[config.mk]
export PLATFORM = sky130hd
export DESIGN_NAME = hbc_bist_flat
export DESIGN_NICKNAME = d
export VERILOG_FILES = /design/src/rtl/hbc_bist_if.sv /design/src/rtl/hbc_bist.sv /design/src/flat_wrapper.sv
export SDC_FILE = /design/constraint.sdc
export NUM_CORES = 1
export LEC_CHECK = 0
export ABC_AREA = 0
export BUFFER_PORTS_ARGS = -buffer_cell sky130_fd_sc_hd__clkbuf_2
export CAP_MARGIN = 20
export CORE_AREA = 4 4 166 168
export CTS_CLUSTER_DIAMETER = 120
export CTS_CLUSTER_SIZE = 20
export DETAILED_ROUTE_END_ITERATION = 6
export DIE_AREA = 0 0 170 172
export GPL_TIMING_DRIVEN = 0
export PLACE_DENSITY = 0.63
export SYNTH_ARGS = -nofsm -noshare
export SYNTH_HDL_FRONTEND = slang
export SYNTH_SLANG_ARGS = --single-unit
[constraint.sdc]
create_clock -name clk -period 10.85 [get_ports clk]
set_clock_uncertainty 0.15 [all_clocks]
set_input_delay 0.5425 -clock clk [delete_from_list [all_inputs] [get_ports clk]]
set_output_delay 0.5425 -clock clk [all_outputs]
set_load 0.1 [all_outputs]
[src/rtl/hbc_bist_if.sv]
// hbc_bist_if: request/data handshake between the BIST master and the hbc controller
interface hbc_bist_if #(
  parameter int AW = 21,
  parameter int DW = 16
);
  logic          start;
  logic          rdwr;
  logic [AW-1:0] addr;
  logic [DW-1:0] wdata;
  logic          wdata_next;
  logic          rdata_ready;
  logic [DW-1:0] rdata;
  logic          busy;
  modport master (output start, rdwr, addr, wdata, input wdata_next, rdata_ready, rdata, busy);
  modport slave  (input start, rdwr, addr, wdata, output wdata_next, rdata_ready, rdata, busy);
endinterface

[src/rtl/hbc_bist.sv]
// hbc_bist: writes NBURSTS bursts of patterned data through hbc, reads them back and checks them
module hbc_bist #(
  parameter int            AW      = 21,
  parameter int            DW      = 16,
  parameter int            BURST   = 4,
  parameter int            NBURSTS = 4,
  parameter logic [AW-1:0] BASE    = 'h4,
  parameter logic [AW-1:0] STRIDE  = 'h100,
  parameter logic [15:0]   SEED    = 16'hAA55,
  parameter logic [15:0]   INC     = 16'h0101,
  parameter int            TMO     = 1024,
  parameter int            ERRW    = 16
) (
  input  logic            clk,
  input  logic            rstn,
  input  logic            run,
  input  logic [1:0]      mode,
  output logic            active,
  output logic            done,
  output logic            pass,
  output logic            timeout,
  output logic [ERRW-1:0] err_cnt,
  output logic [AW-1:0]   first_err_addr,
  output logic [DW-1:0]   first_err_data,
  hbc_bist_if.master      hbc
);
  localparam int GW = DW > 16 ? DW : 16;
  localparam int KW = NBURSTS > 1 ? $clog2(NBURSTS) : 1;
  localparam int IW = $clog2(BURST + 1);
  localparam int WW = TMO > 1 ? $clog2(TMO) : 1;
  localparam logic [KW-1:0] KL = KW'(NBURSTS - 1);
  localparam logic [IW-1:0] BL = IW'(BURST);
  localparam logic [WW-1:0] WL = WW'(TMO - 1);

  typedef enum logic [2:0] {IDLE, W_REQ, W_BSY, W_END, R_REQ, R_BSY, R_END, DONE} state_t;
  state_t state, nxt;

  logic [1:0]    mode_q;
  logic [KW-1:0] k;
  logic [IW-1:0] i, i_nxt;
  logic [AW-1:0] baddr;
  logic [GW-1:0] gen, gbase;
  logic [WW-1:0] wd;
  logic          busy_seen, extra, latched;
  logic          is_req, is_bsy, is_end, wr_ph, rd_ph, fall, last, go, take, mis, ext, shrt;
  logic [1:0]    inc;
  logic [ERRW:0] sum;
  logic [DW-1:0] word;

  // Generator state one word later; mode 2 keeps a one-hot rotating inside DW bits
  function automatic logic [GW-1:0] step(input logic [GW-1:0] g, input logic [1:0] m);
    return m == 2'd0 ? g + GW'(INC) :
           m == 2'd1 ? GW'({g[14:0], g[15] ^ g[13] ^ g[12] ^ g[10]}) :
           m == 2'd2 ? GW'({g[DW-2:0], g[DW-1]}) : g;
  endfunction

  // Jump a whole burst ahead so short or long bursts cannot skew later words
  function automatic logic [GW-1:0] stepn(input logic [GW-1:0] g, input logic [1:0] m);
    logic [GW-1:0] r;
    r = g;
    for (int n = 0; n < BURST; n++) r = step(r, m);
    return r;
  endfunction

  function automatic logic [GW-1:0] seed_of(input logic [1:0] m);
    return m == 2'd2 ? GW'(1) : GW'(SEED);
  endfunction

  assign is_req = state == W_REQ || state == R_REQ;
  assign is_bsy = state == W_BSY || state == R_BSY;
  assign is_end = state == W_END || state == R_END;
  assign wr_ph  = state == W_REQ || state == W_BSY;
  assign rd_ph  = state == R_REQ || state == R_BSY;
  assign fall   = busy_seen & ~hbc.busy;
  assign last   = k == KL;
  assign go     = (state == IDLE || state == DONE) && run;
  assign word   = mode_q == 2'd3 ? DW'(baddr + AW'(i)) : gen[DW-1:0];
  assign take   = ((wr_ph & hbc.wdata_next) | (rd_ph & hbc.rdata_ready)) & (i < BL);
  assign i_nxt  = i + IW'(take);
  assign mis    = rd_ph & hbc.rdata_ready & (i < BL) & (hbc.rdata != word);
  assign ext    = rd_ph & hbc.rdata_ready & (i == BL) & ~extra;
  assign shrt   = state == R_BSY && fall && i_nxt < BL;
  assign inc    = {1'b0, mis} + {1'b0, ext} + {1'b0, shrt};
  assign sum    = {1'b0, err_cnt} + (ERRW+1)'(inc);

  // State register
  always_ff @(posedge clk or negedge rstn)
    if (!rstn) state <= IDLE;
    else state <= nxt;

  // Sequencing through write bursts, read bursts, and the watchdog exit
  always_comb begin
    nxt = state;
    unique case (state)
      IDLE, DONE: nxt = run ? W_REQ : state;
      W_REQ:      nxt = W_BSY;
      W_BSY:      nxt = fall ? W_END : wd == WL ? DONE : W_BSY;
      W_END:      nxt = last ? R_REQ : W_REQ;
      R_REQ:      nxt = R_BSY;
      R_BSY:      nxt = fall ? R_END : wd == WL ? DONE : R_BSY;
      R_END:      nxt = last ? DONE : R_REQ;
      default:    nxt = IDLE;
    endcase
  end

  // Status and hbc request outputs decoded from the state
  always_comb begin
    active    = state != IDLE && state != DONE;
    done      = state == DONE;
    pass      = done && err_cnt == '0 && !timeout;
    hbc.start = is_req;
    hbc.rdwr  = state == R_REQ || state == R_BSY || state == R_END;
    hbc.addr  = is_req ? baddr : '0;
    hbc.wdata = state == W_REQ || state == W_BSY || state == W_END ? word : '0;
  end

  // Burst/word counters, pattern generator, watchdog and error bookkeeping
  always_ff @(posedge clk or negedge rstn)
    if (!rstn) begin
      mode_q <= '0; k <= '0; i <= '0; baddr <= '0; gen <= '0; gbase <= '0; wd <= '0;
      busy_seen <= 1'b0; extra <= 1'b0; latched <= 1'b0; timeout <= 1'b0;
      err_cnt <= '0; first_err_addr <= '0; first_err_data <= '0;
    end else if (go) begin
      mode_q <= mode; k <= '0; i <= '0; baddr <= BASE; gen <= seed_of(mode); gbase <= seed_of(mode);
      wd <= '0; busy_seen <= 1'b0; extra <= 1'b0; latched <= 1'b0; timeout <= 1'b0;
      err_cnt <= '0; first_err_addr <= '0; first_err_data <= '0;
    end else begin
      busy_seen <= is_req ? 1'b0 : busy_seen | (is_bsy & hbc.busy);
      wd <= is_bsy ? wd + WW'(1) : '0;
      if (is_bsy && !fall && wd == WL) timeout <= 1'b1;
      if (is_end) begin
        i     <= '0;
        k     <= last ? '0 : k + KW'(1);
        baddr <= last ? BASE : baddr + STRIDE;
        gen   <= last ? seed_of(mode_q) : stepn(gbase, mode_q);
        gbase <= last ? seed_of(mode_q) : stepn(gbase, mode_q);
      end else if (take) begin
        i   <= i_nxt;
        gen <= step(gen, mode_q);
      end
      extra   <= is_req ? 1'b0 : extra | ext;
      err_cnt <= sum[ERRW] ? '1 : sum[ERRW-1:0];
      if (mis && !latched) begin
        latched        <= 1'b1;
        first_err_addr <= baddr + AW'(i);
        first_err_data <= hbc.rdata;
      end
    end
endmodule

[src/flat_wrapper.sv]
// flat-port wrapper written by rule: the top's interface ports become plain ports
module hbc_bist_flat 
#(
  parameter int            AW      = 21,
  parameter int            DW      = 16,
  parameter int            BURST   = 4,
  parameter int            NBURSTS = 4,
  parameter logic [AW-1:0] BASE    = 'h4,
  parameter logic [AW-1:0] STRIDE  = 'h100,
  parameter logic [15:0]   SEED    = 16'hAA55,
  parameter logic [15:0]   INC     = 16'h0101,
  parameter int            TMO     = 1024,
  parameter int            ERRW    = 16
)
  (clk, rstn, run, mode, active, done, pass, timeout, err_cnt, first_err_addr, first_err_data, hbc_start, hbc_rdwr, hbc_addr, hbc_wdata, hbc_wdata_next, hbc_rdata_ready, hbc_rdata, hbc_busy);
  hbc_bist_if #(.AW(AW), .DW(DW)) hbc_i ();
  input  logic clk;
  input  logic rstn;
  input  logic run;
  input  logic [1:0] mode;
  output logic active;
  output logic done;
  output logic pass;
  output logic timeout;
  output logic [ERRW-1:0] err_cnt;
  output logic [AW-1:0] first_err_addr;
  output logic [DW-1:0] first_err_data;
  output wire logic [$bits(hbc_i.start)-1:0] hbc_start;
  output wire logic [$bits(hbc_i.rdwr)-1:0] hbc_rdwr;
  output wire logic [$bits(hbc_i.addr)-1:0] hbc_addr;
  output wire logic [$bits(hbc_i.wdata)-1:0] hbc_wdata;
  input wire logic [$bits(hbc_i.wdata_next)-1:0] hbc_wdata_next;
  input wire logic [$bits(hbc_i.rdata_ready)-1:0] hbc_rdata_ready;
  input wire logic [$bits(hbc_i.rdata)-1:0] hbc_rdata;
  input wire logic [$bits(hbc_i.busy)-1:0] hbc_busy;
  assign hbc_start = hbc_i.start;
  assign hbc_rdwr = hbc_i.rdwr;
  assign hbc_addr = hbc_i.addr;
  assign hbc_wdata = hbc_i.wdata;
  assign hbc_i.wdata_next = hbc_wdata_next;
  assign hbc_i.rdata_ready = hbc_rdata_ready;
  assign hbc_i.rdata = hbc_rdata;
  assign hbc_i.busy = hbc_busy;
  hbc_bist #(.AW(AW), .DW(DW), .BURST(BURST), .NBURSTS(NBURSTS), .BASE(BASE), .STRIDE(STRIDE), .SEED(SEED), .INC(INC), .TMO(TMO), .ERRW(ERRW)) u_core (.clk(clk), .rstn(rstn), .run(run), .mode(mode), .active(active), .done(done), .pass(pass), .timeout(timeout), .err_cnt(err_cnt), .first_err_addr(first_err_addr), .first_err_data(first_err_data), .hbc(hbc_i));
endmodule
# Word level (Yosys, flattened, before mapping)
# Index checks and enable logic that the tools add are counted.
[totals]
register_bits = 130
latch_bits = 0
mem_bits_rw = 0
romBits = 0
in_bits = 24
output_inout_bits = 96
elab_cells = 166
memories = 0
[op_classes]
addsub = 13
n_mul = 0
div = 0
n_lt_le_gt_ge = 2
n_eq_ne = 17
shifts = 0
muxes = 59
n_bitwise = 29
reduce_logical = 31
[op_table]
columns = ["op", "count"]
rows = [
  ["16-bit two-way mux", 29],
  ["21-bit two-way mux", 6],
  ["16-bit by 9-bit adder with 16-bit output (second input constant)", 5],
  ["3-bit two-way mux", 8],
  ["21-bit by 3-bit adder with 21-bit output", 1],
  ["21-bit by 9-bit adder with 21-bit output (second input constant)", 1],
  ["3-bit case mux with 7 select lines", 1],
  ["10-bit two-way mux", 2],
  ["16-bit by 2-bit adder with 17-bit output", 1],
  ["16-bit logical NOT", 1],
  ["16-bit inequality test", 1],
  ["3-bit equality test (second input constant)", 5],
  ["1-bit bitwise XOR", 15],
  ["10-bit by 1-bit adder with 10-bit output (second input constant)", 1],
  ["10-bit equality test (second input constant)", 1],
  ["2-bit two-way mux", 5],
  ["1-bit AND", 9],
  ["1-bit logical AND", 9],
  ["2-bit equality test (second input constant)", 4],
  ["1-bit logical OR", 8],
  ["1-bit two-way mux", 8],
  ["3-bit by 2-bit equality test with 1-bit output (second input constant)", 2],
  ["3-bit < comparator (second input constant)", 2],
  ["2-bit nonzero test", 3],
  ["17 further kinds", 23],
]

# Longest topological paths before layout
[logic_depth]
depth_word = 23
mapped_depth = 24
mapped_depth_nobuf = 21

# Least setup slack after synthesis
# Ideal clock, no wire load.
[synth_path]
path_type = "register to register"
startpoint = "register u_core.gbase[0]"
endpoint = "register u_core.gen[10]"
setup_time_ns = 0.092
arrival_time_ns = 4.906
required_time_ns = 10.608
slack_ns = 5.701
path_stages_with_launch = 22
n_path_buf = 1
synth_period_minus_slack_ns = 5.149
cell_sequence = "dfrtp_1 -> ha_1 -> and3_1 -> buf_2 -> and2_4 -> a2111oi_4 -> o311ai_1 -> or3b_4 -> o32a_1 -> o21ai_2 -> xor2_1 -> xor2_1 -> a21oi_1 -> a21boi_0 -> ha_1 -> nand3_1 -> or3_4 -> o21bai_2 -> nand2_1 -> xor2_1 -> a221o_1 -> o31ai_2"
[synth_between]
elab_chain_cells = 15
elab_cells_between_ends = 25
classes_between = "4 x add/sub; 15 x mux; 6 x bitwise"
[synth_rtl]
columns = ["element", "line_no", "text"]
rows = [
  ["start, declared", "hbc_bist.sv:42", "logic [GW-1:0] gen, gbase;"],
  ["start signal, assigned", "hbc_bist.sv:136", "gbase <= last ? seed_of(mode_q) : stepn(gbase, mode_q);"],
  ["16-bit by 9-bit adder with 16-bit output / 16-bit two-way mux (equally long branches)", "hbc_bist.sv:52, hbc_bist.sv:54", ""],
  ["16-bit two-way mux *", "hbc_bist.sv:52", "return m == 2'd0 ? g + GW'(INC) :"],
  ["branches (longest 4 deep; another with 16-bit by 9-bit adder with 16-bit output)", "--", ""],
  ["16-bit two-way mux *", "hbc_bist.sv:52", ""],
  ["16-bit by 9-bit adder with 16-bit output, or another cell as far along", "hbc_bist.sv:52", ""],
  ["16-bit two-way mux *", "hbc_bist.sv:52", ""],
  ["branches (longest 2 deep; another with 16-bit by 9-bit adder with 16-bit output)", "--", ""],
  ["16-bit two-way mux *", "hbc_bist.sv:52", ""],
  ["16-bit two-way mux *", "hbc_bist.sv:135", "gen <= last ? seed_of(mode_q) : stepn(gbase, mode_q);"],
  ["16-bit two-way mux *", "hbc_bist.sv:131", "if (is_end) begin"],
  ["16-bit two-way mux *", "hbc_bist.sv:123", "end else if (go) begin"],
  ["end signal, assigned", "hbc_bist.sv:135", ""],
  ["end signal, assigned", "hbc_bist.sv:139", "gen <= step(gen, mode_q);"],
  ["end, declared", "hbc_bist.sv:42", ""],
]
# Every way passes the cells marked *.
# A chain may end at the register's enable or synchronous reset.

# Worst setup path after layout
[layout_path]
startpoint = "register u_core.mode_q[1]"
endpoint = "register u_core.gen[13]"
[layout_between]
elab_chain_cells = 17
elab_cells_between_ends = 33
classes_between = "3 x add/sub; 2 x eq/ne; 19 x mux; 6 x bitwise; 3 x reduce/logical"
[layout_rtl]
columns = ["element", "line_no", "text"]
rows = [
  ["start, declared", "hbc_bist.sv:38", "logic [1:0] mode_q;"],
  ["start signal, assigned", "hbc_bist.sv:120", "mode_q <= '0; k <= '0; i <= '0; baddr <= '0; gen <= '0; gbase <= '0; wd <= '0;"],
  ["start signal, assigned", "hbc_bist.sv:124", "mode_q <= mode; k <= '0; i <= '0; baddr <= BASE; gen <= seed_of(mode); gbase <= seed_of(mode);"],
  ["branches (longest 17 deep; another with 16-bit by 9-bit adder with 16-bit output)", "--", ""],
]
# Several ways; the timed one is not identified. The select of a mux whose other input is x is not followed.

==> flow_metrics.env <==
export IMPL_synthArstFlopShare_pct=100
export IMPL_grt_antenna_before_repair=0
export IMPL_grt_pass1_wl_mm=60.7
export IMPL_reg2reg_from="u_core.mode_q[1]"
export IMPL_clkLatencyLatePin_ns=0.43
export IMPL_dieHeight_microns=172
export IMPL_synth_edf_count=0
export IMPL_fill_cells=2630
export IMPL_core_area_sq_mm=0.0259
export IMPL_synth_common_cells="213 x nand2_1, 123 x dfrtp_1, 123 x nor2_1, 111 x o21ai_0, 98 x a21oi_1"
export IMPL_synthTopCellsByArea="dfrtp_1 30%, nand2_1 7.7%, o21ai_0 5.4%"
export IMPL_synth_top_area_share_pct=29.7
export IMPL_via_per_inst=6.09
export IMPL_cts_resized=0
export IMPL_finalSetupTns_ns=0
export IMPL_diodes=0
export IMPL_drcViolationCount=0
export IMPL_fin_area_sq_mm=0.0120
export IMPL_routed_wl_mm=38.9
export IMPL_crit_chain="buf_2, nor2b_1, clkbuf_1, nor2_1, o22ai_1, a2111oi_0, a311oi_1, nand3_1, ha_1, nand2_1, a311oi_1, and3_1, xor2_1, a211oi_2, nand3_1, nor3_2, a31oi_2, nor4b_2, xnor2_1, a211oi_1, a31oi_1"
export IMPL_worstReg2RegEnd="u_core.gen[13]"
export IMPL_hold_viol=0
export IMPL_cts_max_path_buffers=2
export IMPL_relSlewSlack_pct=35.1
export IMPL_maxCapViolCount=0
export IMPL_track_usage_pct=26.2
export IMPL_cp_endpoint="u_core.gen[13]"
export IMPL_synth_cell_type_count=102
export IMPL_critPathLaunchType="register"
export IMPL_yosysMostFrequentCell="nand2_1"
export IMPL_ioPinCount=120
export IMPL_syn_to_final_growth_pct=15.6
export IMPL_fin_util_pct=46.2
export IMPL_worst_slew_pin_slew_ns=0.968
export IMPL_numCtsBuffers=17
export IMPL_dpl_cell_area_sq_mm=0.0114
export IMPL_dr_pass1_iters=6
export IMPL_rsz0062_at_grt="no"
export IMPL_grt_max_degree=70
export IMPL_netlist_area_sq_mm=0.0104
export IMPL_dp_hpwl_mm=29.3
export IMPL_status="finished, final reports clean"
export IMPL_htreeDepth=4
export IMPL_hold_class="in2reg"
export IMPL_drv_slew=0
export IMPL_ctsRootBufferMaster="clkbuf_16"
export IMPL_reg2reg_setup_slack_ns=4.01
export IMPL_hold_path_cell_count=3
export IMPL_ys_seq_area_share_pct=29.7
export IMPL_fmax_mhz=146
export IMPL_finalCritPeriodShare_pct=63.1
export IMPL_cp_required_ns=10.97
export IMPL_reg2reg_depth=21
export IMPL_critPathCaptureType="register"
export IMPL_post_cts_buffers=0
export IMPL_dr_total_vias=11300
export IMPL_grt_ovfl_total=0
export IMPL_portBuffers=112
export IMPL_drive_above_1_share_pct=14.5
export IMPL_synth_flop_cell="dfrtp_1"
export IMPL_critPathKind="reg2reg"
export IMPL_ys_ff_latch=123
export IMPL_worstPathMaxFanout=10
export IMPL_path_clk_slew_ns=0.06
export IMPL_start_util_pct=40.0
export IMPL_fp_row_count=59
export IMPL_syn_inst=1359
export IMPL_initialDrtViolationCount=1308
export IMPL_setup_viol=0
export IMPL_slowest_stage="a311oi_1"
export IMPL_yosysWarnings=0
export IMPL_critPathMaxStageDelay_ns=0.79
export IMPL_period_needed_ns=6.84
export IMPL_clock_sinks=123
export IMPL_wl_per_cell_microns=21.1
export IMPL_cp_data_arrival_time_ns=6.96
export IMPL_crit_path_start="u_core.mode_q[1]"
export IMPL_grt_pass1_vias=10600
export IMPL_min_from="hbc_rdata[10]"
export IMPL_syn_area_per_cell_sq_um=7.62
export IMPL_die_w_microns=170
export IMPL_cts_tree="done"
export IMPL_dieArea_sq_mm=0.0292
export IMPL_nets=1537
export IMPL_synth_largest_area_cell="dfrtp_1"
export IMPL_route_antenna_remaining_nets=0
export IMPL_place_gp_congestion=0.984
==> logic make-up after synthesis <==
family,share of synthesized area (%)
buf+inv,5.92
mux,3.94
other cells,0.0362
xor+xnor,6.39
compound gates,25.0
fa+ha+maj,1.96
flops,29.7
simple gates,27.0
==> what timing repair did <==
action | CTS | global route
setup endpoints to repair | 0 | 0
hold buffers | 1 | 0
hold endpoints to repair | 54 | 0
==> layout make-up <==
type                            count  area [sq um]  share of cell area [%]
Multi-Input combinational cell   1104          6690                    55.9
Clock inverter                     15           140                    1.17
Tap cell                          335           419                    3.50
Sequential cell                   123          3080                    25.7
Timing Repair Buffer              114           607                    5.07
Buffer                            121           549                    4.59
Clock buffer                       17           425                    3.55
Inverter                           17          63.8                   0.533
==> through the flow <==
stage	cells	setup WS (ns)	hold WS [ns]
final	1846	4.01	0.213
after global routing	1846	3.83	0.225
after CTS	1846	4.30	0.208
after detailed placement	1813	4.36	0.312
after global placement	1812	4.40	0.302
after floorplan	1365	5.70	0.0969
==> registers in the layout, summed over array words and instances, names as in the netlist, 2 cells and up <==
signal / cells
u_core.baddr: 14
u_core.err_cnt: 16
u_core.first_err_addr: 21
u_core.first_err_data: 16
u_core.gbase: 16
u_core.gen: 16
u_core.i: 3
u_core.k: 2
u_core.mode_q: 2
u_core.state: 3
u_core.wd: 10
==> worst min path at each step <==
stage                                end  slack, ns
2_1_floorplan           u_core.baddr[10]        0.1
3_3_place_gp                u_core.wd[0]       0.30
3_5_place_dp                u_core.wd[0]       0.31
4_1_cts        u_core.first_err_data[10]       0.21
5_1_grt        u_core.first_err_data[13]       0.22
6_report       u_core.first_err_data[10]       0.21
==> cell usage in the layout (no fill, tap or decap), drive strengths merged, types with 19 or more instances in the layout <==
master,count
nand4,19
a21oi,99
clkbuf,215
dfrtp,123
o21ai,123
o211ai,19
inv,21
nor2,124
nor3,33
mux2i,34
xnor2,41
nand2,214
xor2,32
buf,36
a31oi,29
and2,28
nand3,50
==> per-layer routing <==
metal,vias up,global-route usage (%),share of wire [%]
met3,107,3.84,8.2
met4,0,10.5,3.7
met1,5399,36.4,43
met5,-,0,0
li1,5149,-,-
met2,596,41.3,45
==> critical path: cells and delay by family, from the launching register on <==
family                     cells  cell delay (ns)
DFF                            1             0.38
buffers and inverters          2             0.73
and+or+nand+nor                8             1.97
adders and majority gates      1             0.27
xor gates and xnor gates       2             0.33
AOI/OAI and AO/OA              8             2.85
Power is not shown: default switching activity piles up to over one toggle a cycle in this logic, so the estimate is an artifact.
